==> src/rtl/wb_mem_arbiter.sv <==
// rtl/wb_mem_arbiter.sv - round-robin Wishbone B3 arbiter with cyc-tenure lock and bus watchdog
//
// Shares one memory slave port between N_MASTERS Wishbone masters.
// Once a master is granted, it keeps the grant until it drops cyc, so bursts
// are never split. An unanswered strobe held for TIMEOUT cycles is converted
// into a one-cycle error to the owner (TIMEOUT = 0 disables this).
//
// Ports:
//   wb_clk_i, wb_rst_ni        clock, asynchronous active-low reset
//   m_adr_i .. m_bte_i         packed master request buses, master k at slice k
//   m_dat_o                    slave read data, broadcast to every master
//   m_ack_o, m_err_o, m_rty_o  per-master responses, only the owner sees them
//   s_adr_o .. s_bte_o         request to the slave, muxed from the owner
//   s_dat_i, s_ack_i, s_err_i, s_rty_i  slave responses
//   grant_o                    registered one-hot grant, zero when idle
module wb_mem_arbiter #(
    parameter int N_MASTERS = 3,
    parameter int AW        = 32,
    parameter int DW        = 32,
    parameter int TIMEOUT   = 1024
) (
    input  logic                     wb_clk_i,
    input  logic                     wb_rst_ni,
    input  logic [N_MASTERS*AW-1:0]  m_adr_i,
    input  logic [N_MASTERS*DW-1:0]  m_dat_i,
    input  logic [N_MASTERS*DW/8-1:0] m_sel_i,
    input  logic [N_MASTERS-1:0]     m_we_i,
    input  logic [N_MASTERS-1:0]     m_cyc_i,
    input  logic [N_MASTERS-1:0]     m_stb_i,
    input  logic [N_MASTERS*3-1:0]   m_cti_i,
    input  logic [N_MASTERS*2-1:0]   m_bte_i,
    output logic [DW-1:0]            m_dat_o,
    output logic [N_MASTERS-1:0]     m_ack_o,
    output logic [N_MASTERS-1:0]     m_err_o,
    output logic [N_MASTERS-1:0]     m_rty_o,
    output logic [AW-1:0]            s_adr_o,
    output logic [DW-1:0]            s_dat_o,
    output logic [DW/8-1:0]          s_sel_o,
    output logic                     s_we_o,
    output logic                     s_cyc_o,
    output logic                     s_stb_o,
    output logic [2:0]               s_cti_o,
    output logic [1:0]               s_bte_o,
    input  logic [DW-1:0]            s_dat_i,
    input  logic                     s_ack_i,
    input  logic                     s_err_i,
    input  logic                     s_rty_i,
    output logic [N_MASTERS-1:0]     grant_o
);

    localparam int IW = (N_MASTERS > 1) ? $clog2(N_MASTERS) : 1;
    localparam int WW = (TIMEOUT > 1) ? $clog2(TIMEOUT) : 1;
    localparam bit WD_EN = (TIMEOUT > 0);
    localparam logic [WW-1:0] WD_MAX   = WD_EN ? WW'(TIMEOUT - 1) : '0;
    localparam logic [IW-1:0] LAST_RST = IW'(N_MASTERS - 1);

    typedef enum logic {ST_IDLE, ST_OWNED} state_t;

    state_t                state;
    logic [N_MASTERS-1:0]  grant;
    logic [IW-1:0]         last;     // current owner while OWNED, previous owner while IDLE
    logic [WW-1:0]         wdog;

    logic                  owned;
    logic                  active;
    logic                  slave_resp;
    logic                  wd_cond;
    logic                  wd_fire;
    logic [IW-1:0]         winner;
    logic                  found;
    logic [N_MASTERS-1:0]  win_onehot;

    assign owned      = (state == ST_OWNED);
    // The slave request follows the owner's cyc combinationally so a release
    // is visible to the slave in the same cycle.
    assign active     = owned & m_cyc_i[last];
    assign slave_resp = s_ack_i | s_err_i | s_rty_i;
    assign wd_cond    = active & m_stb_i[last] & ~slave_resp;
    assign wd_fire    = WD_EN & wd_cond & (wdog == WD_MAX);

    assign grant_o = grant;
    assign m_dat_o = s_dat_i;

    assign s_cyc_o = active;
    assign s_stb_o = active & m_stb_i[last] & ~wd_fire;
    assign s_adr_o = active ? m_adr_i[int'(last)*AW +: AW] : '0;
    assign s_dat_o = active ? m_dat_i[int'(last)*DW +: DW] : '0;
    assign s_sel_o = active ? m_sel_i[int'(last)*(DW/8) +: DW/8] : '0;
    assign s_we_o  = active & m_we_i[last];
    assign s_cti_o = active ? m_cti_i[int'(last)*3 +: 3] : 3'b000;
    assign s_bte_o = active ? m_bte_i[int'(last)*2 +: 2] : 2'b00;

    // Round-robin pick: first requester after the previous owner, wrapping.
    always_comb begin
        winner = last;
        found  = 1'b0;
        for (int i = 1; i <= N_MASTERS; i++) begin
            if (!found && m_cyc_i[(int'(last) + i) % N_MASTERS]) begin
                found  = 1'b1;
                winner = IW'((int'(last) + i) % N_MASTERS);
            end
        end
    end

    always_comb begin
        win_onehot         = '0;
        win_onehot[winner] = 1'b1;
    end

    always_comb begin
        m_ack_o = '0;
        m_err_o = '0;
        m_rty_o = '0;
        for (int k = 0; k < N_MASTERS; k++) begin
            if (owned && (last == IW'(k))) begin
                m_ack_o[k] = s_ack_i;
                m_err_o[k] = s_err_i | wd_fire;
                m_rty_o[k] = s_rty_i;
            end
        end
    end

    always_ff @(posedge wb_clk_i or negedge wb_rst_ni) begin
        if (!wb_rst_ni) begin
            state <= ST_IDLE;
            grant <= '0;
            last  <= LAST_RST;
            wdog  <= '0;
        end else begin
            case (state)
                ST_IDLE: begin
                    wdog <= '0;
                    if (|m_cyc_i) begin
                        state <= ST_OWNED;
                        grant <= win_onehot;
                        last  <= winner;
                    end
                end
                ST_OWNED: begin
                    if (!m_cyc_i[last]) begin
                        state <= ST_IDLE;
                        grant <= '0;
                        wdog  <= '0;
                    end else if (wd_cond && !wd_fire) begin
                        wdog <= wdog + 1'b1;
                    end else begin
                        wdog <= '0;
                    end
                end
                default: state <= ST_IDLE;
            endcase
        end
    end

endmodule

==> config.mk <==
export PLATFORM = sky130hd
export DESIGN_NAME = wb_mem_arbiter
export DESIGN_NICKNAME = d
export VERILOG_FILES = /design/src/rtl/wb_mem_arbiter.sv
export SDC_FILE = /design/constraint.sdc
export NUM_CORES = 1
export LEC_CHECK = 0
export CAP_MARGIN = 0
export CORE_AREA = 2 2 148 150
export DETAILED_ROUTE_END_ITERATION = 10
export DIE_AREA = 0 0 150 152
export GPL_TIMING_DRIVEN = 1
export SETUP_SLACK_MARGIN = 0.5
export SYNTH_ARGS = -nofsm -noshare
export SYNTH_HDL_FRONTEND = slang
export SYNTH_SLANG_ARGS = --single-unit
==> constraint.sdc <==
create_clock -name wb_clk_i -period 2.45 [get_ports wb_clk_i]
set_input_delay 0.3675 -clock wb_clk_i [delete_from_list [all_inputs] [get_ports wb_clk_i]]
set_output_delay 0.3675 -clock wb_clk_i [all_outputs]
set_load 0.02 [all_outputs]
# Word-level counts from Yosys, hierarchy flattened
# Index checks and enable logic that the tools add are counted.
# classes
addsub	4
mul	1
div_mod_pow	3
order_cmp	6
eq_ne	5
n_shift	5
muxes	45
bitwise_logic	12
reduce_logical	14
# op_table
operator	count
$shiftx A96 B8 Y32	2
$lt A32 B4 Y1 const B	3
$mod A32 B3 Y32 const B	3
$mux W32	2
$mux W1	23
$mux W10	2
$pmux W10 S2	1
$bmux W1 S2	6
$shiftx A12 B5 Y4	1
$add A10 B1 Y10 const B	1
$eq A10 B10 Y1 const B	1
$mux W3	3
$shiftx A9 B5 Y3	1
$mux W2	4
$logic_and A1 B1 Y1	7
$add A2 B2 Y3 const B	2
$and A1 B1 Y1	6
$lt A2 B3 Y1 const B	2
$pmux W3 S2	1
$shiftx A6 B4 Y2	1
$mul A2 B2 Y4 const B	1
$mux W4	1
$ne A2 B2 Y1 const B	2
$reduce_and A2 Y1	2
11 further kinds	17
# word_totals
ff_bits	16
inputBits	265
output_inout_bits	120

# Logic depth before layout (Yosys ltp)
# Gate-level depths: netlist (run 1).
# depth
ltp_word	18
ltp_mapped	10

# Worst setup path before layout (run 1)
# Ideal clock, no wire load.
# synth_timing
kind	register to register
startpoint	register last[0]
endpoint	register grant[2], in the netlist grant_o[2]
setup_ps	110
t_arrival_ps	2349
t_required_ps	2340
setup_slack_ps	-9
stages_incl_launch_ff	10
path_buffers	3
period_less_slack_ps	2459
cell_sequence	dfrtp_1 -> buf_4 -> clkbuf_1 -> clkbuf_1 -> inv_1 -> ha_1 -> a221oi_1 -> nor2_1 -> a2bb2oi_1 -> o41ai_1
# synth_via
elab_chain_len	18
word_cells_on_any_way	35
# synth_lines
element	line	rtl
start, declared	61	logic [IW-1:0] last;
start signal, assigned	136	last <= winner;
$add A2 B1 Y3	98, 100	
$mod A32 B3 Y32	98, 100	
$bmux W1 S2	98	if (!found && m_cyc_i[(int'(last) + i) % N_MASTERS]) begin
$mux W1 (not written as such) (2 in series)	98	
$mux W1	98	
$logic_not A1 Y1	98	
$logic_and A1 B1 Y1	98	
$mux W1	98	
$logic_not A1 Y1	98	
$logic_and A1 B1 Y1	98	
$mux W2	98	
$lt A2 B3 Y1 (not written as such) / $ge A2 B1 Y1 (equally long branches)	107	win_onehot[winner] = 1'b1;
$logic_and A1 B1 Y1 (not written as such)	107	
$mux W1 (not written as such)	107	
$demux W1 S2	107	
$mux W3	133	if (|m_cyc_i) begin
$pmux W3 S2	130	case (state)
end signal, assigned	135	grant <= win_onehot;
end, declared	60	logic [N_MASTERS-1:0] grant;
# Parallel ways exist; a longest one is shown, timed or not. The select of a mux whose other input is x is not followed.
# A chain may end at the register's enable or synchronous reset.

# Worst setup path in the final report (run 1)
# layout_timing
startpoint	register last[1]
endpoint	output port s_dat_o[0]
# layout_via
elab_chain_len	4
word_cells_on_any_way	5
# layout_lines
element	line	rtl
branches (longest 3 deep; another with $shiftx A96 B8 Y32)	-	
$mux W32 (*)	87	assign s_dat_o = active ? m_dat_i[int'(last)*DW +: DW] : '0;
end, declared	37	output logic [DW-1:0] s_dat_o,
# Mark *: on every way between the ends. The select of a mux whose other input is x is not followed.

==> impl_metrics.json, run 1 <==
{
  "mostFrequentLayoutCells": "clkdlybuf4s50_1 (235), nor2_1 (96), buf_6 (77), mux2i_1 (73), a21oi_1 (68)",
  "synth_flop_cell": "dfrtp_1",
  "setup_viol": 11,
  "rsz0062_at_grt": "yes",
  "path_cells": "mux2i_4 -> nor2_4 -> o21ai_4 -> buf_12 -> buf_12 -> buf_16 -> buf_6 -> nor2_2 -> buf_6",
  "core-area_um2": 21400,
  "violations": "negative setup slack",
  "synth_area_leaders": "mux2i_1 (24%), nor2_1 (20%), a21oi_1 (12%), dfrtp_1 (12%), buf_4 (8.4%)",
  "synth_top_area_share_pct": 24.2,
  "syn_avg_cell_area_um2": 6.49,
  "grt_pass1_wl_um": 24500,
  "grt_pass1_vias": 4443,
  "setup_tns_ns": -0.179,
  "clkSlewWorstSetupHoldPaths_ns": 0.05,
  "top_usage_layer": "met2",
  "worstSetupPathType": "flip-flop to primary output",
  "fp-row-count": 54,
  "outcome": "complete, but fails checks",
  "numCtsBuffers": 3,
  "ys_ff_latch": 16,
  "die_h_um": 152,
  "final_max_slew_viol_count": 0,
  "finalCriticalPeriod_ns": 2.48,
  "r2r_start": "last[1]",
  "grt_max_degree": 42,
  "portBuffers": 320,
  "critPathMaxFanout": 6,
  "grt_use_total_pct": 13.3,
  "slew_headroom_pct": 52.4,
  "clk_latency_ns": 0.24,
  "cp_slowest_stage_delay_ns": 0.67,
  "synth_edf_count": 0,
  "async_reset_ff_share_pct": 100,
  "ir_worst_vdd_mv": 0.364,
  "synth_top_family_by_area": "simple AND/OR/NAND/NOR gates",
  "critical_path.startpoint_type": "flip-flop",
  "muxShareOfSynthArea_pct": 24.6,
  "grt_remaining_overflow": 0,
  "synth-adder-area-share_pct": 2.39,
  "grt_use_met3_pct": 3.00,
  "grt_use_met1_pct": 16.0,
  "num_io_pins": 385,
  "seq_area_frac_synth_pct": 12.8,
  "synthCells": 484,
  "synth_cell_types": 46,
  "grt_antenna_before_repair": 0,
  "max_freq_ghz": 0.402,
  "dr.pass1.iters": 4,
  "vias_per_cell": 4.17,
  "drc": 0,
  "hold_path_depth": 1,
  "cts_tree": "built",
  "fin_crit_sh_pct": 101,
  "met2_usage_pct": 24.1,
  "crit_end": "s_dat_o[0]",
  "synth_compound_area_share_pct": 17.7,
  "area_growth_syn_to_layout_pct": 153,
  "yosysTopAreaCell": "mux2i_1",
  "synth_nets": 755,
  "syn_area_um2": 3140,
  "layout-drive-gt1-share_pct": 34.4,
  "htree_levels": 1,
  "critPathLaunch": "last[1]",
  "p_leak_nw": 3.30,
  "dieArea_um2": 22800,
  "cts_sinks": 16,
  "worstPathRequired_ns": 2.08,
  "ys_warn_count": 0,
  "worst_slew_pin_slew_ns": 0.711,
  "finalWeightedCongestion": 0.838,
  "antennaDiodeCount": 0,
  "arrival_ns": 2.12,
  "clock_path_buffers": 2,
  "fin_skew_ns": 0.00552,
  "nets": 1097,
  "hold_viol": 0,
  "antenna_left": 0,
  "fin_total_pwr_mw": 7.69,
  "num_vias": 4607,
  "power.density_nw_per_um2": 967,
  "cts-root-buf": "clkbuf_16",
  "final_common_cell": "clkdlybuf4s50_1",
  "end_kind": "primary output",
  "postCtsHoldBufs": 0,
  "rr_worst_depth": 9,
  "start_util_pct": 14.7,
  "dr.first_iter.drc_count": 185,
  "wire_per_inst_um": 15.8,
  "dp_hpwl_um": 12900,
  "slowest_stage": "dfstp_4",
  "regToRegSetupSlack_ns": 0.06,
  "regToRegEndpoint": "grant_o[2]",
  "maxCapViolations": 0,
  "synth_xor_area_share_pct": 2.23,
  "hold_path.class": "flip-flop to flip-flop",
  "synth_simple_gate_area_share_pct": 26.4,
  "die_x_um": 150,
  "fin_ws_ns": -0.0349,
  "wirelength_um": 17500
}
[timing repair]
item                       in CTS  in global routing
pin swaps                       8                 32
cloned                          2                  3
setup endpoints to repair      99                 99
resized for setup             379                170
setup buffers                   9                 32
[power breakdown]
part | internal [mW] | switching [mW]
Sequential | 0.322 | 0.0585
Combinational | 3.53 | 3.47
Clock | 0.220 | 0.0950
Total | 4.07 | 3.62
[worst min path at each step]
stage | startpoint | to | slack [ns]
after floorplan | wb_rst_ni | grant_o[0] | 0.07
after global placement | grant_o[0] | grant_o[0] | 0.49
after detailed placement | grant_o[0] | grant_o[0] | 0.49
after CTS | grant_o[0] | grant_o[0] | 0.52
after global routing | grant_o[0] | grant_o[0] | 0.54
final | grant_o[0] | grant_o[0] | 0.51
[cell type report]
type,count,area (um^2)
timing repair buffer,406,4220
multi-input combinational,392,2850
sequential,16,407
fill,2191,13400
tap,280,350
inverter,7,46.3
clock buffer,4,78.8
[cells by family (layout without fill, tap and decap cells)]
kind of cell | Yosys count | after routing
simple gates | 202 | 203
fa+ha+maj | 6 | 6
mux | 77 | 77
xor+xnor | 8 | 8
flops | 16 | 16
buf+inv | 77 | 417
compound gates | 98 | 98
[state kept, by name (all words and copies together), names as in the netlist]
register	count
grant_o	3
wdog	10
owned	1
last	2
[through the flow]
| step | worst slack [ns] | utilization, % | hold slack (ns) | cells | instance area (um^2) |
|---|---|---|---|---|---|
| floorplan | 0.457 | - | 0.0719 | 484 | 3420 |
| finish | -0.0349 | 37.3 | 0.506 | 1105 | 7960 |
| CTS | -0.0988 | 33.8 | 0.517 | 1070 | 7210 |
| global route | -0.105 | 37.3 | 0.539 | 1105 | 7960 |
| global placement | -0.342 | 32.4 | 0.493 | 1055 | 6920 |
| detailed placement | -0.355 | 32.4 | 0.490 | 1055 | 6920 |
[critical path, delay by kind of cell (launching register included)]
kind | cells | cell delay (ns)
mux | 1 | 0.28
compound gates | 1 | 0.21
simple gates | 2 | 0.09
buf+inv | 5 | 0.62
flops | 1 | 0.67
[Yosys cell counts, drive strengths merged, types with 2 or more instances]
master,instances
nor2,167
nand4,2
inv,7
clkbuf,16
nand2,7
nor3,4
o21ai,5
a21oi,75
o211ai,2
mux2i,76
nand2b,2
o21a,2
ha,6
nand3,5
buf,54
xor2,6
o2bb2ai,2
and3,7
xnor2,2
dfrtp,15
or3,2
[layer usage]
metal | wire (um) | part of all wire, %
met1 | 6890 | 39
met2 | 8980 | 51
met3 | 1400 | 8.0
met4 | 216 | 1.2
met5 | 0 | 0
No activity file was read; power rests on OpenSTA's default activity.
==> run 2, diff against run 1 <==
GPL_ROUTABILITY_DRIVEN = 1   (was not set)
==> results of run 2 <==
Same layout as run 1: the final DEF is identical, and so are final timing and power.
==> patch (flow settings as in run 1) <==
Reset style: synchronous (`wb_rst_ni`), changed in one clocked block. Comments in the files are not updated.
--- a/src/rtl/wb_mem_arbiter.sv
+++ b/src/rtl/wb_mem_arbiter.sv
@@ -121,5 +121,5 @@
     end
 
-    always_ff @(posedge wb_clk_i or negedge wb_rst_ni) begin
+    always_ff @(posedge wb_clk_i) begin
         if (!wb_rst_ni) begin
             state <= ST_IDLE;
Behaviour: differs if wb_rst_ni is asserted again (counterexample within 4 cycles, from zero or initial values and one cycle with wb_rst_ni low); with wb_rst_ni held inactive, the same outputs for 4 cycles.
==> patch against run 1 <==
Sequential share of layout area shrank 1.2 points; critical path depth did not move; register-to-register slack gained 0.09 ns; worst hold slack lost 0.028 ns; sequential cell count unchanged; wire length is 11% higher; sequential power down 16%; via count is 5.3% higher; global-route usage increased by 1.8 points; total power shrank 44%; maximum frequency rose by 5.6%; design area increased by 4.0%; area after synthesis rose by 2.5%; setup slack better by 0.13 ns; highest routed layer unchanged.
==> patch: results <==
synth:
  synth-seq-area-share_pct: 9.942
  yosys-top-cells-count: "nor2_1 (167), a21oi_1 (79), mux2i_1 (75), buf_4 (32), clkbuf_1 (21)"
  synthArstFlopShare_pct: 0
  ys.flop_type: "dfxtp_1"
  synthesis.nets: 777
  ys_top_cells_by_area: "mux2i_1 (23%), nor2_1 (19%), a21oi_1 (12%)"
  ys_types: 49
cells_and_area:
  regMostFlops: "wdog"
  final_net_count: 1109
  drive_gt1_share_pct: 34.41
  fill_cells: 2169
global_routing:
  grt_pass1_wl_um: 27400
  grt.total_usage_pct: 15.13
  antenna_found_initial: 1
  use_met2_pct: 27.77
  met1_usage_pct: 18.14
  grt_max_degree: 49
  grt_use_met3_pct: 2.943
hold_path:
  whs_endpoint: "grant_o[2]$_SDFFE_PN0P_"
  worstHoldStart: "grant_o[2]$_SDFFE_PN0P_"
  whs_path_depth: 2
place:
  place_congestion: 0.8234
  dp_slack_ns: -0.3613
  detailed_place_hpwl_um: 13550
route:
  routedWlPerCell_um: 17.29
  drtIter0Drc: 188
  met3_length_um: 1441
  wl_met2_um: 9618
  routed_wl_um: 19330
  drt-met1-wl_um: 8005
timing:
  hold_ws_ns: 0.4782
  tightestPinTransition_ns: 0.5737
  fin_crit_ns: 2.352
  fin_skew_ns: 0.004753
setup_path:
  reg2reg_to: "grant_o[2]$_SDFFE_PN0P_"
  worst_path_max_delay_cell: "dfxtp_4"
  reg2reg_depth: 9
  critPathMaxStageDelay_ns: 0.37
  arrival_ns: 1.98
  setup.worst_path.end: "m_err_o[1]"
  critical_path.max_fanout: 4
  r2r_slack_ns: 0.15
outcome:
  outcome: "complete, no violations"
power_and_ir_drop:
  vdd_drop_max_mv: 0.3637
  static-leakage-power_uw: 0.003556
==> patch: changes by cell type after synthesis, moves of 3 or more <==
| cell | change |
|---|---|
| a21boi_0 | +3 |
| a21oi_1 | +4 |
| buf_4 | -3 |
| clkbuf_1 | +5 |
| dfrtp_1 | -15 |
| dfxtp_1 | +16 |
| nand2_1 | +4 |
| o21ai_0 | -3 |
==> patch: cells by family (layout without fill, tap and decap cells) <==
kind of cell               Yosys count  after routing  share of synthesized area, %
buffers and inverters               82            413                         14.37
AOI/OAI and AO/OA                  105            105                         18.91
other                                0              1                             0
DFF                                 16             16                         9.942
and+or+nand+nor                    212            212                         28.27
xor gates and xnor gates             8              8                         2.175
muxes                               77             77                         24.00
adders and majority gates            6              6                         2.330
==> patch: power breakdown <==
part | internal (uW) | switching, uW | leakage, uW
clock network | 249 | 114 | 0.0000442
logic | 1850 | 1780 | 0.00338
registers | 290 | 30.8 | 0.000131
==> patch: what timing repair did <==
item,in CTS,in global routing
pin swaps,45,10
resized for setup,517,58
hold buffers,0,0
endpoints found under the hold margin,0,0
cloned,9,3
buffers inserted,16,10
endpoints found under the setup margin,90,94
==> patch: cell type report <==
type,count,area [sq um],area share [%]
inverter,7,38.79,0.4687
tap,280,350.3,4.233
multi-input combinational,408,3090,37.34
clock buffer,4,88.84,1.073
timing repair buffer,402,4377,52.89
antenna,1,2.502,0.03024
sequential,16,327.8,3.961
==> patch: worst register-to-register path, stage by stage, from the launching register on <==
cell	delay, ns
dfxtp_4	0.37
buf_4	0.12
buf_12	0.13
inv_8	0.04
ha_4	0.17
or3b_4	0.40
nor4_4	0.27
a2111oi_4	0.06
or4_1	0.55
a21boi_1	0.13
